==> config.mk <==
export PLATFORM = sky130hd
export DESIGN_NAME = seg_scan_ctrl_flat
export DESIGN_NICKNAME = d
export VERILOG_FILES = /design/src/rtl/seg_pkg.sv /design/src/rtl/seg_scan_ctrl_if.sv /design/src/rtl/seg_scan_timer.sv /design/src/rtl/seg_scan_ctrl.sv /design/src/flat_wrapper.sv
export SDC_FILE = /design/constraint.sdc
export NUM_CORES = 1
export LEC_CHECK = 0
export CORE_MARGIN = 5
export CORE_UTILIZATION = 30
export DETAILED_ROUTE_END_ITERATION = 8
export SLEW_MARGIN = 10
export SYNTH_ARGS = -nofsm -noshare
export SYNTH_HDL_FRONTEND = slang
export SYNTH_SLANG_ARGS = --single-unit
==> constraint.sdc <==
create_clock -name CLK -period 2.6 [get_ports CLK]
set_input_delay 0.26 -clock CLK [delete_from_list [all_inputs] [get_ports CLK]]
set_output_delay 0.26 -clock CLK [all_outputs]
set_load 0.1 [all_outputs]
==> src/rtl/seg_pkg.sv <==
// Shared types and constants for the 7-segment scan controller.
// The GAP/ON encoding is fixed so checkers can bind to it directly.
package seg_pkg;

  localparam logic [3:0] BCD_BLANK = 4'hF;
  localparam int         DIGIT_W   = 4;

  typedef enum logic {
    GAP = 1'b0,
    ON  = 1'b1
  } scan_state_t;

endpackage

==> src/rtl/seg_scan_ctrl_if.sv <==
// Signal bundle between the scan controller and whatever drives and observes it.
// LOAD is a single-cycle strobe with no back-pressure: it is accepted on every clock it is high.
interface seg_scan_ctrl_if #(
  parameter int N_DIGITS = 4
) ();
  import seg_pkg::*;

  logic                        LOAD;
  logic [DIGIT_W*N_DIGITS-1:0] VALUE;
  logic                        LZ_BLANK;
  logic [DIGIT_W-1:0]          BCD_OUT;
  logic [N_DIGITS-1:0]         DIGIT_EN;
  logic                        FRAME_DONE;
  logic                        PENDING;
  scan_state_t                 STATE_DBG;

  modport master (
    output LOAD, VALUE, LZ_BLANK,
    input  BCD_OUT, DIGIT_EN, FRAME_DONE, PENDING, STATE_DBG
  );

  modport slave (
    input  LOAD, VALUE, LZ_BLANK,
    output BCD_OUT, DIGIT_EN, FRAME_DONE, PENDING, STATE_DBG
  );

endinterface

==> src/rtl/seg_scan_timer.sv <==
// Slot counter, digit index and GAP/ON state for the scan controller.
// FRAME_DONE marks the last cycle of the last digit's slot.
module seg_scan_timer
  import seg_pkg::*;
#(
  parameter int N_DIGITS     = 4,
  parameter int REFRESH_DIV  = 1000,
  parameter int BLANK_CYCLES = 2,
  parameter int CNT_W        = $clog2(REFRESH_DIV),
  parameter int IDX_W        = $clog2(N_DIGITS)
) (
  input  logic             CLK,
  input  logic             RST,
  output logic [CNT_W-1:0] o_cnt,
  output logic [IDX_W-1:0] o_idx,
  output scan_state_t      o_state,
  output logic             o_frame_done
);

  logic [CNT_W-1:0] r_cnt;
  logic [IDX_W-1:0] r_idx;
  scan_state_t      r_state;
  scan_state_t      w_state_next;
  logic             w_cnt_wrap;
  logic             w_idx_last;

  assign w_cnt_wrap = (r_cnt == CNT_W'(REFRESH_DIV - 1));
  assign w_idx_last = (r_idx == IDX_W'(N_DIGITS - 1));

  always_ff @(posedge CLK or posedge RST) begin
    if (RST) begin
      r_cnt   <= '0;
      r_idx   <= '0;
      r_state <= GAP;
    end else begin
      r_state <= w_state_next;
      if (w_cnt_wrap) begin
        r_cnt <= '0;
        r_idx <= w_idx_last ? '0 : r_idx + 1'b1;
      end else begin
        r_cnt <= r_cnt + 1'b1;
      end
    end
  end

  // The state leads the counter by one edge so it flips together with it.
  always_comb begin
    w_state_next = r_state;
    case (r_state)
      GAP:     if (r_cnt == CNT_W'(BLANK_CYCLES - 1)) w_state_next = ON;
      ON:      if (w_cnt_wrap) w_state_next = GAP;
      default: w_state_next = GAP;
    endcase
  end

  assign o_cnt        = r_cnt;
  assign o_idx        = r_idx;
  assign o_state      = r_state;
  assign o_frame_done = w_cnt_wrap && w_idx_last;

endmodule

==> src/rtl/seg_scan_ctrl.sv <==
// Multiplexed common-cathode 7-segment scan controller with a double-buffered
// display value (swapped only at frame boundaries) and optional leading-zero blanking.
module seg_scan_ctrl
  import seg_pkg::*;
#(
  parameter int N_DIGITS     = 4,
  parameter int REFRESH_DIV  = 1000,
  parameter int BLANK_CYCLES = 2
) (
  input  logic            CLK,
  input  logic            RST,
  seg_scan_ctrl_if.slave  bus
);

  localparam int CNT_W = $clog2(REFRESH_DIV);
  localparam int IDX_W = $clog2(N_DIGITS);
  localparam int VAL_W = DIGIT_W * N_DIGITS;

  logic [VAL_W-1:0]    r_active;
  logic [VAL_W-1:0]    r_shadow;
  logic                r_pending;

  logic [CNT_W-1:0]    w_cnt;
  logic [IDX_W-1:0]    w_idx;
  scan_state_t         w_state;
  logic                w_frame_done;
  logic [N_DIGITS-1:0] w_blank_mask;
  logic                w_upper_zero;
  logic [DIGIT_W-1:0]  w_digit;

  seg_scan_timer #(
    .N_DIGITS     (N_DIGITS),
    .REFRESH_DIV  (REFRESH_DIV),
    .BLANK_CYCLES (BLANK_CYCLES),
    .CNT_W        (CNT_W),
    .IDX_W        (IDX_W)
  ) u_timer (
    .CLK          (CLK),
    .RST          (RST),
    .o_cnt        (w_cnt),
    .o_idx        (w_idx),
    .o_state      (w_state),
    .o_frame_done (w_frame_done)
  );

  // A LOAD on the boundary cycle wins over the swap, deferring it a full frame.
  always_ff @(posedge CLK or posedge RST) begin
    if (RST) begin
      r_active  <= '0;
      r_shadow  <= '0;
      r_pending <= 1'b0;
    end else if (bus.LOAD) begin
      r_shadow  <= bus.VALUE;
      r_pending <= 1'b1;
    end else if (w_frame_done && r_pending) begin
      r_active  <= r_shadow;
      r_pending <= 1'b0;
    end
  end

  // Walk from the most significant digit down, tracking "everything above is zero".
  always_comb begin
    w_upper_zero = 1'b1;
    w_blank_mask = '0;
    for (int k = N_DIGITS - 1; k >= 0; k--) begin
      w_upper_zero = w_upper_zero && (r_active[k*DIGIT_W +: DIGIT_W] == '0);
      if (k != 0) w_blank_mask[k] = bus.LZ_BLANK && w_upper_zero;
    end
  end

  assign w_digit = r_active[DIGIT_W*int'(w_idx) +: DIGIT_W];

  assign bus.BCD_OUT    = w_digit;
  assign bus.DIGIT_EN   = (w_state == ON && !w_blank_mask[w_idx])
                          ? (N_DIGITS'(1) << w_idx) : '0;
  assign bus.FRAME_DONE = w_frame_done;
  assign bus.PENDING    = r_pending;
  assign bus.STATE_DBG  = w_state;

endmodule

==> src/flat_wrapper.sv <==
// flat-port wrapper written by rule: the top's interface ports become plain ports
module seg_scan_ctrl_flat import seg_pkg::*;
#(
  parameter int N_DIGITS     = 4,
  parameter int REFRESH_DIV  = 1000,
  parameter int BLANK_CYCLES = 2
)
  (CLK, RST, bus_LOAD, bus_VALUE, bus_LZ_BLANK, bus_BCD_OUT, bus_DIGIT_EN, bus_FRAME_DONE, bus_PENDING, bus_STATE_DBG);
  seg_scan_ctrl_if #(.N_DIGITS(N_DIGITS)) bus_i ();
  input  logic CLK;
  input  logic RST;
  input wire logic [$bits(bus_i.LOAD)-1:0] bus_LOAD;
  input wire logic [$bits(bus_i.VALUE)-1:0] bus_VALUE;
  input wire logic [$bits(bus_i.LZ_BLANK)-1:0] bus_LZ_BLANK;
  output wire logic [$bits(bus_i.BCD_OUT)-1:0] bus_BCD_OUT;
  output wire logic [$bits(bus_i.DIGIT_EN)-1:0] bus_DIGIT_EN;
  output wire logic [$bits(bus_i.FRAME_DONE)-1:0] bus_FRAME_DONE;
  output wire logic [$bits(bus_i.PENDING)-1:0] bus_PENDING;
  output wire logic [$bits(bus_i.STATE_DBG)-1:0] bus_STATE_DBG;
  assign bus_i.LOAD = bus_LOAD;
  assign bus_i.VALUE = bus_VALUE;
  assign bus_i.LZ_BLANK = bus_LZ_BLANK;
  assign bus_BCD_OUT = bus_i.BCD_OUT;
  assign bus_DIGIT_EN = bus_i.DIGIT_EN;
  assign bus_FRAME_DONE = bus_i.FRAME_DONE;
  assign bus_PENDING = bus_i.PENDING;
  assign bus_STATE_DBG = bus_i.STATE_DBG;
  seg_scan_ctrl #(.N_DIGITS(N_DIGITS), .REFRESH_DIV(REFRESH_DIV), .BLANK_CYCLES(BLANK_CYCLES)) u_core (.CLK(CLK), .RST(RST), .bus(bus_i));
endmodule
# ---- Word level (Yosys, flattened, before mapping)
# Index checks and enable logic that the tools add are counted.
dict set report op_classes {
  bitwise_logic 2
  div 0
  n_mux 10
  addsub 2
  n_shift 2
  n_reduce_logical 14
  multipliers 0
  magnitude_cmp 1
  n_eq_ne 3
}
# op n
set ops {}
lappend ops {{$shiftx 16x5->4} 1}
lappend ops {{$logic_not 4->1} 3}
lappend ops {{$add 10x1->10 const B} 1}
lappend ops {{$eq 10x1->1 const B} 1}
lappend ops {{$eq 10x10->1 const B} 1}
lappend ops {{$mux 10} 1}
lappend ops {{$logic_and 1x1->1} 8}
lappend ops {{$mux 1} 5}
lappend ops {{$mux 4} 1}
lappend ops {{$shl 1x2->4 const A} 1}
lappend ops {{$lt 2x3->1 const B} 1}
lappend ops {{$add 2x1->2 const B} 1}
lappend ops {{$bmux 1 s2} 1}
lappend ops {{$eq 2x2->1 const B} 1}
lappend ops {{$mux 2} 1}
lappend ops {{$not 1->1} 2}
lappend ops {{$pmux 1 s2} 1}
lappend ops {{$reduce_and 2->1} 1}
lappend ops {{$reduce_bool 2->1} 1}
lappend ops {{$logic_not 1->1} 1}
dict set report totals {
  elab_cells 40
  ramBits 0
  output_inout_bits 11
  ff_bits 46
  latchBits 0
  romBits 0
  inputBits 20
  mem_count 0
}

# ---- Logic depth before layout (Yosys ltp)
# Gate-level depths: netlist (run 1).
dict set report logic_depth {
  depth_word 9
  mapped_depth 6
  ltp_nobuf 5
}

# ---- By module
# From an unflattened synthesis (run 1), not the netlist that was laid out.
dict set report hier_totals {
  cells_unflattened 157
  area_unflattened_um2 2165.8
}
# mod cells_each n_inst seq_area_each_um2 area_each_um2
set by_module_without_submodules {}
lappend by_module_without_submodules {seg_scan_ctrl 91 1 825.8 1461.4}
lappend by_module_without_submodules {seg_scan_timer 66 1 325.3 704.4}

# ---- Worst setup path after synthesis (run 1)
# Ideal clock, no wire load.
dict set report synth_timing {
  kind {register -> register}
  start {register u_core.u_timer.r_cnt[0] (netlist: u_core.u_timer.o_cnt[0])}
  end {register u_core.r_active[10]}
  arrival_ns 2.112
  period_less_slack_ns 2.238
  setup_time_ns 0.125
  n_path_buf 1
  path_stages_with_launch 7
  required_ns 2.475
  setup_slack_ns 0.362
  cell_sequence {dfrtp_1 -> ha_1 -> nand4_2 -> or4_4 -> nor3b_4 -> buf_12 -> mux2_4}
}
dict set report synth_between {
  elab_chain_len 4
}
# element line_no
set synth_rtl {}
lappend synth_rtl {{from (decl)} seg_scan_timer.sv:20} ;# logic [CNT_W-1:0] r_cnt;
lappend synth_rtl {{from (signal assigned)} seg_scan_timer.sv:41} ;# r_cnt <= r_cnt + 1'b1;
lappend synth_rtl {{$eq 10x10->1} seg_scan_timer.sv:27} ;# assign w_cnt_wrap = (r_cnt == CNT_W'(REFRESH_DIV - 1));
lappend synth_rtl {{$logic_and 1x1->1} seg_scan_timer.sv:59} ;# assign o_frame_done = w_cnt_wrap && w_idx_last;
lappend synth_rtl {{$logic_and 1x1->1} seg_scan_ctrl.sv:55} ;# end else if (w_frame_done && r_pending) begin
lappend synth_rtl {{$reduce_and 2->1 (no source line)} -}
lappend synth_rtl {{to (signal assigned)} seg_scan_ctrl.sv:56} ;# r_active <= r_shadow;
lappend synth_rtl {{to (decl)} seg_scan_ctrl.sv:19} ;# logic [VAL_W-1:0] r_active;
# No other way between the ends.
# A chain may end at the register's enable or synchronous reset.

# ---- Final worst setup path (run 1)
dict set report layout_timing {
  start {register u_core.u_timer.r_cnt[0] (netlist: u_core.u_timer.o_cnt[0])}
  end {register u_core.r_active[0]}
}
# The elaborated chain is that of the path after synthesis.

==> results of run 1 <==
[metal layers]
metal  part of all wire [%]  GRT usage (%)
met2                     45          16.43
met4                    1.1          3.726
met1                     49          15.21
met3                    4.8          2.629
met5                      0              0
[cell usage in the layout (no fill, tap or decap), types with 2 or more instances in the layout]
cell and instances:
and3_1 5, clkdlybuf4s50_1 19, and2_1 2, mux2_2 25, nand3_1 6, nand2_1 2
clkinv_2 2, buf_12 3, xor2_1 4, ha_1 6, clkbuf_8 5, nor4_1 4
a21oi_1 3, dfrtp_1 46, a31oi_1 2, nor2_1 7, inv_1 5, buf_4 13
mux2_4 10, mux4_2 4
[worst max-delay path by stage]
stage / to / from / cells past startpoint
2_1_floorplan: u_core.r_active[10] / u_core.u_timer.o_cnt[0] / 6
3_3_place_gp: u_core.r_active[1] / u_core.u_timer.o_cnt[0] / 6
3_5_place_dp: u_core.r_active[0] / u_core.u_timer.o_cnt[0] / 6
4_1_cts: u_core.r_active[0] / u_core.u_timer.o_cnt[0] / 6
5_1_grt: u_core.r_active[0] / u_core.u_timer.o_cnt[0] / 6
6_report: u_core.r_active[0] / u_core.u_timer.o_cnt[0] / 6
[worst max-delay path: cells and delay by family, from the launching register on]
| family | cells | cell delay [ns] |
|---|---|---|
| fa+ha+maj | 1 | 0.29 |
| buf+inv | 1 | 0.19 |
| flops | 1 | 0.43 |
| mux | 1 | 0.34 |
| simple gates | 3 | 0.90 |
[cells by family after synthesis]
kind of cell               share of synthesized area, %
DFF                                               53.74
muxes                                             24.36
buffers and inverters                             2.862
adders and majority gates                         3.505
AOI/OAI and AO/OA                                 2.394
xor gates and xnor gates                          2.044
and+or+nand+nor                                   11.10
[stage by stage]
| step | area [sq um] | utilization (%) | worst slack (ns) | hold WS [ns] | power, uW |
|---|---|---|---|---|---|
| 2_1_floorplan | 2142 | - | 0.3624 | 0.4117 | 804.1 |
| 3_3_place_gp | 2571 | 37.43 | 0.4055 | 0.4927 | 849.1 |
| 3_5_place_dp | 2571 | 37.43 | 0.3416 | 0.4949 | 851.9 |
| 4_1_cts | 2650 | 38.58 | 0.3213 | 0.3743 | 1274 |
| 5_1_grt | 2650 | 38.58 | 0.2324 | 0.4168 | 1310 |
| 6_report | 2650 | 38.58 | 0.3186 | 0.3441 | 1251 |
[power breakdown]
group | switching, uW | internal (uW)
combinational | 29.2 | 51.3
sequential | 13.6 | 740
clock | 237 | 181
total | 279 | 972
[final cells by class]
| cell class | instances | area [sq um] | share of cell area (%) |
|---|---|---|---|
| sequential | 46 | 1151 | 43.44 |
| multi-input combinational | 96 | 929.6 | 35.08 |
| inverter | 6 | 22.52 | 0.8499 |
| timing repair buffer | 35 | 347.8 | 13.13 |
| clock buffer | 5 | 68.82 | 2.597 |
| clock inverter | 2 | 10.01 | 0.3777 |
| tap | 96 | 120.1 | 4.533 |
[state kept, by name (all words and copies together), names as in the netlist]
name and cells:
u_core.r_active 16, u_core.bus.PENDING 1, u_core.u_timer.o_idx 2, u_core.r_shadow 16
u_core.u_timer.o_cnt 10, u_core.u_timer.o_state 1
==> flow_summary.toml, run 1 <==
[outcome]
status = "finished clean"

[setup_path]
critical_path.startpoint_type = "register"
crit_slowest_cell = "or4_4"
r2r_setup_slack_ns = 0.32
r2r_cells = 6
cp.arrival_ns = 2.47
path_class = "register to register"
required_ns = 2.79
cp_max_fo = 16
path_cells = "ha_1 > nand4_2 > or4_4 > nor3b_4 > buf_12 > mux2_2"
worstReg2RegStart = "u_core.u_timer.o_cnt[0]"
r2r-end = "u_core.r_active[0]"
max_stage_delay_ns = 0.54
critPathCaptureType = "register"

[clock_tree]
cts_num_sinks = 46
holdBufCountCts = 0
cts_tree = "built"
cts_resized = 0
clk_pin_slew_worst_paths_ns = 0.09
clock_insertion_delay_worst_skew_ns = 0.30
cts_buffer_depth = 2
post-cts-setup-buffers = 0
numCtsBuffers = 5
cts-root-buf = "clkbuf_8"
cts.htree.levels = 2

[logic_synthesis]
synth.distinct_cells = 34
synth_area_sq_um = 2142
yosys_warnings = 0
syn-num-nets = 180
yosys.cell_count.top_type = "dfrtp_1"
yosys-top-cells-area = "dfrtp_1 54%, mux2_2 13%, mux2_4 7.0%, mux4_2 4.2%, ha_1 3.5%"
ys_seq_area_share_pct = 53.74
syn_inst = 154
synth_area_leader_cell = "dfrtp_1"
avgSynthCellArea_sq_um = 13.91
ys_ff_latch = 46
synth_edf_count = 0
ys.flop_type = "dfrtp_1"
synth_commonest_cells = "46 x dfrtp_1, 25 x mux2_2, 10 x mux2_4"
synth_top_area_share_pct = 53.74
async_flop_share_pct = 100.0

[timing]
hold_viol = 0
fin_tns_setup_ns = 0
setup_viol = 0
skew_ns = 0.008293
worst_pin_slew_ns = 0.8941
finalCriticalPeriod_ns = 2.281
slew_viol_final = 0
max_freq_mhz = 438.3
rsz0062_at_grt = "no"
max_slew_margin_pct = 40.02
fin_crit_sh_pct = 87.75

[layout]
stdcell_count = 286
layout.nets = 216
diodes = 0
syn2layout_area_growth_pct = 23.71
drive_gt1_share_pct = 35.79
n_fill_cell = 662

[floorplan]
dieArea_sq_um = 8930
start_util_pct = 31.18
chipHeight_microns = 94.50
io_pins = 31
die_w_microns = 94.50
core_area_sq_um = 6869
floorplan.rows = 30

[grt]
grt_pass1_vias = 1427
grt_usage_pct = 10.86
grt_pass1_wl_mm = 7.438
antenna_found_initial = 0
grt_max_degree = 25
grt-ovfl-total = 0

[placement]
gp_congestion = 0.8237
dp.cells = 279
port_buffers = 30
hpwlAfterDp_mm = 3.132

[detailed_routing]
drt_first_iter_violations = 30
wl_per_cell_microns = 15.02
vias_per_cell = 4.710
drt_pass1_iterations = 4
via_count = 1347
ant_nets = 0
post-route-drc-count = 0
wl_mm = 4.296

[hold_path]
hp-class = "primary input to async pin"

[run]
cap_violations = 0

[power_and_ir_drop]
leakage_uw = 0.001178
p_per_area_nw_per_um2 = 472.2
peakVddDrop_mv = 0.2935
(Power assumes the default switching activity.)
==> inputs of run 2 (changes only) <==
--- a/config.mk
+++ b/config.mk
@@ -12,3 +12,4 @@
 export SYNTH_ARGS = -nofsm -noshare
 export SYNTH_HDL_FRONTEND = slang
 export SYNTH_SLANG_ARGS = --single-unit
+export TNS_END_PERCENT = 50
==> results of run 2 <==
The final DEF is identical to that of run 1; final timing and power are the same.
